==> config.mk <==
export PLATFORM = sky130hd
export DESIGN_NAME = icache_direct_mapped_flat
export DESIGN_NICKNAME = d
export VERILOG_FILES = /design/src/rtl/icache_direct_mapped_pkg.sv /design/src/rtl/icache_direct_mapped_if.sv /design/src/rtl/icache_line_array.sv /design/src/rtl/icache_direct_mapped.sv /design/src/flat_wrapper.sv
export SDC_FILE = /design/constraint.sdc
export NUM_CORES = 1
export LEC_CHECK = 0
export ABC_AREA = 0
export BUFFER_PORTS_ARGS = -buffer_cell sky130_fd_sc_hd__buf_2
export CAP_MARGIN = 0
export CORE_ASPECT_RATIO = 0.6
export CORE_MARGIN = 2
export CORE_UTILIZATION = 50
export DETAILED_ROUTE_END_ITERATION = 12
export PLACE_DENSITY = 0.67
export SLEW_MARGIN = 10
export SYNTH_ARGS = -nofsm -noshare
export SYNTH_HDL_FRONTEND = slang
export SYNTH_HIERARCHICAL = 1
export SYNTH_SLANG_ARGS = --single-unit
==> constraint.sdc <==
create_clock -name clk -period 8.05 [get_ports clk]
set_input_delay 0.4025 -clock clk [delete_from_list [all_inputs] [get_ports clk]]
set_output_delay 0.4025 -clock clk [all_outputs]
set_load 0.01 [all_outputs]
==> src/rtl/icache_direct_mapped_pkg.sv <==
// Shared definitions for the direct-mapped instruction cache: memory bus
// bit layout, block word positions, memory stall count and FSM encodings.
package icache_direct_mapped_pkg;

  localparam int MEM_REQ_SIZE    = 17;
  localparam int MEM_REQ_VALID   = 16;
  localparam int MEM_REQ_ADDR_W  = 16;
  localparam int MEM_DATA_SIZE   = 65;
  localparam int MEM_DATA_READY  = 64;
  localparam int BLOCK_BITS      = 64;

  // Word k of a block sits at bit offset BLOCK_WORD_(k+1)
  localparam int BLOCK_WORD_1    = 0;
  localparam int BLOCK_WORD_2    = 16;
  localparam int BLOCK_WORD_3    = 32;
  localparam int BLOCK_WORD_4    = 48;

  localparam int MEM_STALL_COUNT = 2;

  typedef enum logic [1:0] {
    ICACHE_IDLE       = 2'b00,
    ICACHE_FILL_ISSUE = 2'b01,
    ICACHE_FILL_WAIT  = 2'b10
  } icache_state_e;

  function automatic logic [15:0] block_word(input logic [BLOCK_BITS-1:0] blk,
                                             input logic [1:0] off);
    logic [15:0] w;
    case (off)
      2'd0:    w = blk[BLOCK_WORD_1 +: 16];
      2'd1:    w = blk[BLOCK_WORD_2 +: 16];
      2'd2:    w = blk[BLOCK_WORD_3 +: 16];
      default: w = blk[BLOCK_WORD_4 +: 16];
    endcase
    return w;
  endfunction

endpackage

==> src/rtl/icache_direct_mapped_if.sv <==
// Fetch-side and memory-side signals of the instruction cache.
// slave = the cache, master = fetch stage plus main memory.
interface icache_direct_mapped_if;
  import icache_direct_mapped_pkg::*;

  logic                     i_readM;
  logic [15:0]              i_address;
  logic                     i_flush;
  logic [15:0]              i_data;
  logic                     i_ready;
  logic [MEM_REQ_SIZE-1:0]  mem_req;
  logic [MEM_DATA_SIZE-1:0] mem_data;

  modport slave (
    input  i_readM, i_address, i_flush, mem_data,
    output i_data, i_ready, mem_req
  );

  modport master (
    output i_readM, i_address, i_flush, mem_data,
    input  i_data, i_ready, mem_req
  );

endinterface

==> src/rtl/icache_line_array.sv <==
// Valid/tag/data storage for the direct-mapped cache: combinational read by
// index, one write port, and a flush that clears every valid bit.
module icache_line_array #(
  parameter int LINES   = 4,
  parameter int IDX_W   = 2,
  parameter int TAG_W   = 12,
  parameter int BLOCK_W = 64
) (
  input  logic               clk,
  input  logic               reset_n,
  input  logic [IDX_W-1:0]   rd_index,
  output logic               rd_valid,
  output logic [TAG_W-1:0]   rd_tag,
  output logic [BLOCK_W-1:0] rd_block,
  input  logic               wr_en,
  input  logic               wr_set_valid,
  input  logic [IDX_W-1:0]   wr_index,
  input  logic [TAG_W-1:0]   wr_tag,
  input  logic [BLOCK_W-1:0] wr_block,
  input  logic               flush
);

  logic [LINES-1:0]   valid;
  logic [TAG_W-1:0]   tags   [LINES];
  logic [BLOCK_W-1:0] blocks [LINES];

  // Flush has priority so a fill landing in the flush cycle stays invalid
  always_ff @(posedge clk or negedge reset_n) begin
    if (!reset_n) begin
      valid <= '0;
    end else if (flush) begin
      valid <= '0;
    end else if (wr_en && wr_set_valid) begin
      valid[wr_index] <= 1'b1;
    end
  end

  always_ff @(posedge clk) begin
    if (wr_en) begin
      tags[wr_index]   <= wr_tag;
      blocks[wr_index] <= wr_block;
    end
  end

  assign rd_valid = valid[rd_index];
  assign rd_tag   = tags[rd_index];
  assign rd_block = blocks[rd_index];

endmodule

==> src/rtl/icache_direct_mapped.sv <==
// Direct-mapped read-only instruction cache with zero-cycle hits and 4-word
// block refill. Optional hit/miss counters are built with ICACHE_STATS_EN.
//
// state             | meaning
// ICACHE_IDLE       | serve hits; a miss latches the block address
// ICACHE_FILL_ISSUE | one cycle of request; stale MEM_DATA_READY ignored
// ICACHE_FILL_WAIT  | request held until MEM_DATA_READY, then install line
module icache_direct_mapped
  import icache_direct_mapped_pkg::*;
#(
  parameter int LINES     = 4,
  parameter int WORD_SIZE = 16
) (
  input  logic                 clk,
  input  logic                 reset_n,
  icache_direct_mapped_if.slave bus
`ifdef ICACHE_STATS_EN
  ,
  output logic [15:0]          hit_count,
  output logic [15:0]          miss_count
`endif
);

  localparam int IDX_W = $clog2(LINES);
  localparam int TAG_W = WORD_SIZE - 2 - IDX_W;

  icache_state_e         state;
  icache_state_e         state_nxt;
  logic [WORD_SIZE-1:0]  blk_addr;
  logic                  fill_killed;
  logic [IDX_W-1:0]      rd_index;
  logic [TAG_W-1:0]      req_tag;
  logic                  rd_valid;
  logic [TAG_W-1:0]      rd_tag;
  logic [BLOCK_BITS-1:0] rd_block;
  logic                  hit;
  logic                  miss;
  logic                  fill_done;

  assign rd_index  = bus.i_address[2 +: IDX_W];
  assign req_tag   = bus.i_address[WORD_SIZE-1 -: TAG_W];
  assign hit       = bus.i_readM && rd_valid && (rd_tag == req_tag);
  assign miss      = bus.i_readM && !hit;
  assign fill_done = (state == ICACHE_FILL_WAIT) && bus.mem_data[MEM_DATA_READY];

  icache_line_array #(
    .LINES   (LINES),
    .IDX_W   (IDX_W),
    .TAG_W   (TAG_W),
    .BLOCK_W (BLOCK_BITS)
  ) u_lines (
    .clk          (clk),
    .reset_n      (reset_n),
    .rd_index     (rd_index),
    .rd_valid     (rd_valid),
    .rd_tag       (rd_tag),
    .rd_block     (rd_block),
    .wr_en        (fill_done),
    .wr_set_valid (!fill_killed && !bus.i_flush),
    .wr_index     (blk_addr[2 +: IDX_W]),
    .wr_tag       (blk_addr[WORD_SIZE-1 -: TAG_W]),
    .wr_block     (bus.mem_data[BLOCK_BITS-1:0]),
    .flush        (bus.i_flush)
  );

  always_ff @(posedge clk or negedge reset_n) begin
    if (!reset_n) begin
      state <= ICACHE_IDLE;
    end else begin
      state <= state_nxt;
    end
  end

  // A flush seen during a fill poisons that fill so its line is never validated
  always_ff @(posedge clk or negedge reset_n) begin
    if (!reset_n) begin
      blk_addr    <= '0;
      fill_killed <= 1'b0;
    end else if (state == ICACHE_IDLE) begin
      fill_killed <= 1'b0;
      if (miss) begin
        blk_addr <= {bus.i_address[WORD_SIZE-1:2], 2'b00};
      end
    end else if (bus.i_flush) begin
      fill_killed <= 1'b1;
    end
  end

  always_comb begin
    state_nxt = state;
    case (state)
      ICACHE_IDLE:       if (miss) state_nxt = ICACHE_FILL_ISSUE;
      ICACHE_FILL_ISSUE: state_nxt = ICACHE_FILL_WAIT;
      ICACHE_FILL_WAIT:  if (bus.mem_data[MEM_DATA_READY]) state_nxt = ICACHE_IDLE;
      default:           state_nxt = ICACHE_IDLE;
    endcase
  end

  always_comb begin
    bus.i_ready = 1'b0;
    bus.i_data  = '0;
    bus.mem_req = '0;
    case (state)
      ICACHE_IDLE: begin
        if (hit && !bus.i_flush) begin
          bus.i_ready = 1'b1;
          bus.i_data  = block_word(rd_block, bus.i_address[1:0]);
        end
      end
      ICACHE_FILL_ISSUE,
      ICACHE_FILL_WAIT: begin
        bus.mem_req = {1'b1, blk_addr};
      end
      default: begin
        bus.mem_req = '0;
      end
    endcase
  end

`ifdef ICACHE_STATS_EN
  always_ff @(posedge clk or negedge reset_n) begin
    if (!reset_n) begin
      hit_count  <= '0;
      miss_count <= '0;
    end else begin
      if (bus.i_ready) begin
        hit_count <= hit_count + 16'd1;
      end
      if ((state == ICACHE_IDLE) && (state_nxt == ICACHE_FILL_ISSUE)) begin
        miss_count <= miss_count + 16'd1;
      end
    end
  end
`endif

endmodule
==> src/flat_wrapper.sv <==
// flat-port wrapper written by rule: the top's interface ports become plain ports
module icache_direct_mapped_flat import icache_direct_mapped_pkg::*;
#(
  parameter int LINES     = 4,
  parameter int WORD_SIZE = 16
)
  (clk, reset_n, bus_i_readM, bus_i_address, bus_i_flush, bus_mem_data, bus_i_data, bus_i_ready, bus_mem_req);
  icache_direct_mapped_if bus_i ();
  input  logic clk;
  input  logic reset_n;
  input wire logic [$bits(bus_i.i_readM)-1:0] bus_i_readM;
  input wire logic [$bits(bus_i.i_address)-1:0] bus_i_address;
  input wire logic [$bits(bus_i.i_flush)-1:0] bus_i_flush;
  input wire logic [$bits(bus_i.mem_data)-1:0] bus_mem_data;
  output wire logic [$bits(bus_i.i_data)-1:0] bus_i_data;
  output wire logic [$bits(bus_i.i_ready)-1:0] bus_i_ready;
  output wire logic [$bits(bus_i.mem_req)-1:0] bus_mem_req;
  assign bus_i.i_readM = bus_i_readM;
  assign bus_i.i_address = bus_i_address;
  assign bus_i.i_flush = bus_i_flush;
  assign bus_i.mem_data = bus_mem_data;
  assign bus_i_data = bus_i.i_data;
  assign bus_i_ready = bus_i.i_ready;
  assign bus_mem_req = bus_i.mem_req;
  icache_direct_mapped #(.LINES(LINES), .WORD_SIZE(WORD_SIZE)) u_core (.clk(clk), .reset_n(reset_n), .bus(bus_i));
endmodule
==> out/qor.txt <==
outcome - completed
fmax - 239 MHz
GPL Wtd Cong - 0.720
Final Cycle Share - 51.9%
Worst Setup End Kind - output pin
setup TNS - 0 ns
Met2 Routed Length - 11400 um
Final Net Count - 759
Switching Share - 22.7%
largest net degree at the start of global routing - 49
Post CTS Setup Buffer Count - 0
Die Y-Extent - 128 um
Pre-antenna DRT Iters - 5
Leak - 0.00497 uW
vias in the first global route - 6194
Ports - 119
P&R area growth vs syn - 15.1%
fin util - 58.3%
PwrDens - 280 nW/um2
max-cap viol count - 0
depth of the CTS H-tree - 1
start point of the critical path - bus_i_address[2]
Mean Syn Cell Area - 23.6 um2
crit path kind - in2out
Post-route DRC - 0
final setup vio count - 0
Starting DRT DRC Count - 442
Clock Tree Root - clkbuf_16
CTS Buffer Depth - 3
initial antenna violation count - 4
Gate Count Post-Synth - 540
antenna viol nets, final - 0
port buffer count - 116
sequential power share - 51.9%
all-layer global routing usage - 18.3%
Hold Path Class - in2reg
WP data arrival - 3.78 ns
reg2reg start - u_core/state[0]
CP Data Required Time - 7.65 ns
GRT Residual Overflow - 0
setup ws final - 3.87 ns
start point of the worst min-delay path - bus_mem_data[24]
Slew HR - 33.5%
top post-synthesis cells by area - edfxtp_1, mux4_2, dfrtp_1, mux2_4, xnor2_1
Via density - 5.69
Slew Limit Fails - 0
Synthesis Warnings - 6
Seq/Total Area, Yosys - 75.8%
crit path max fanout - 43
startpoint types - input port
worst IR drop on VDD - 0.257 mV
Seq cells post-synth - 325
CTS sink count - 325
core area - 25200 um2
DP HPWL - 13900 um
area share of the largest cell type after synthesis - 71.7%
EDFF count, synth - 304
initial core utilization - 50.6%
Clock Power Share - 36.3%
Top FF cell, synth - edfxtp_1
Synth cell types - 36
pre-CTS setup slack - 3.74 ns
Post-synth ARST share - 6.46%
Logic pwr share - 11.8%
Highest Signal Layer - met5
drt wl/cell - 23.2 um
die area - 26800 um2
CTS tree - yes
Die Wd - 210 um
share of cells above drive strength 1 - 41.3%
Setup Skew - 0.0185 ns
Worst Tran Pin Value - 0.996 ns
insertion delay to the later sink of the worst-skew pair - 0.56 ns
switching power - 932 uW
CTS Buf Count - 30
WL met1 - 10800 um
minimum clock period - 4.18 ns
met3 wire length - 1190 um
WL final - 23800 um
final hold vios - 0
Pint - 3170 uW
hold buffers post-CTS - 1
RSZ-0062 raised after global routing - no
routed via count - 5829
num rows - 45
area leader, netlist - edfxtp_1
Reg clk slew, reported paths - 0.07 ns
Hold WS - 0.0583 ns
Mapped Area - 12700 um2
Post-CTS Resized - 0
first-pass GRT wire length - 36500 um
-- sequential cells by signal (all words and copies together), names as in the netlist --
name                   cells
u_core/state               2
u_core/u_lines/blocks    256
u_core/u_lines/tags       48
u_core/u_lines/valid       4
u_core/blk_addr           14
u_core/fill_killed         1
-- path summary, 6_finish.rpt --
check	end	slack, ns	cells after the start
hold / removal	u_core/u_lines/blocks[0][24]	0.06	1
hold reg to reg	u_core/u_lines/valid[1]	0.54	2
setup / recovery	bus_i_data[15]	3.87	10
setup reg to reg	u_core/u_lines/blocks[2][48]	5.04	6
min in group asynchronous	u_core/blk_addr[7]	0.35	2
max in group asynchronous	u_core/blk_addr[15]	7.35	2
-- cell type report --
class | instances | area [um2]
fillers | 1841 | 10500
repair buffers | 125 | 656
well taps | 329 | 412
flip-flops and latches | 325 | 9650
clock buffers | 40 | 850
multi-input cells | 183 | 2860
clock inverters | 14 | 204
inverters | 6 | 22.5
diodes | 2 | 5.00
-- Yosys cell counts (2+ instances only) --
master	count
buf_12	5
buf_2	12
mux4_2	93
clkbuf_1	4
buf_6	2
nand4b_1	2
buf_4	3
edfxtp_1	304
nand4_1	2
mux2_2	5
a21oi_1	4
and2_1	15
dfrtp_1	21
xnor2_1	12
nand3_1	2
and2b_1	4
inv_1	6
mux2_4	10
nor2b_1	12
ha_1	3
nor2_1	4
-- metal layers --
layer	up-vias	GRT usage (%)
met3	35	4.18
met5	-	0
met1	3122	26.2
met2	146	29.6
li1	2522	-
met4	4	3.46
-- worst max-delay path, cell delays in order --
cell and delay [ns]:
buf_4 0.65, buf_4 0.72, mux4_2 0.61, xnor2_1 0.16, nand4_1 0.19, nor4_2 0.29
nand3b_1 0.10, buf_4 0.25, and2b_1 0.24, buf_2 0.13
-- layout by cell type, fill, tap and decap left out, types with 3 or more instances in the layout --
master / netlist / routed
edfxtp_1: 304 / 304
buf_2: 12 / 114
mux4_2: 93 / 93
clkbuf_16: 0 / 31
dfrtp_1: 21 / 21
and2_1: 15 / 15
xnor2_1: 12 / 12
nor2b_1: 12 / 12
buf_4: 3 / 10
mux2_4: 10 / 10
inv_1: 6 / 6
clkbuf_1: 4 / 5
bufinv_16: 0 / 5
mux2_2: 5 / 5
clkbuf_8: 0 / 4
and2b_1: 4 / 4
a21oi_1: 4 / 4
clkinvlp_4: 0 / 3
clkinv_2: 0 / 3
nor2_1: 4 / 3
ha_1: 3 / 3
-- stage by stage --
stage | total power, uW | instances | instance area [um2]
2_1_floorplan | 2470 | 541 | 12700
3_3_place_gp | 2630 | 967 | 13600
3_5_place_dp | 2660 | 967 | 13600
4_1_cts | 4150 | 1022 | 14700
5_1_grt | 4260 | 1022 | 14700
6_report | 4100 | 1024 | 14700
-- power by group through the flow --
stage | Sequential, uW | Clock, uW | Combinational (uW)
after floorplan | 2140 | 0 | 337
after global placement | 2150 | 0 | 482
after detailed placement | 2160 | 0 | 492
after CTS | 2130 | 1530 | 496
after global routing | 2150 | 1590 | 528
final | 2130 | 1490 | 485
-- cell families after synthesis --
kind of cell / Yosys count / share of synthesized area [%]
compound gates: 8 / 0.393
xor+xnor: 12 / 0.825
fa+ha+maj: 3 / 0.295
buf+inv: 33 / 1.93
flops: 325 / 75.8
mux: 108 / 18.1
other cells: 1 / 0.0294
simple gates: 50 / 2.67
No activity file was read; power rests on OpenSTA's default activity.
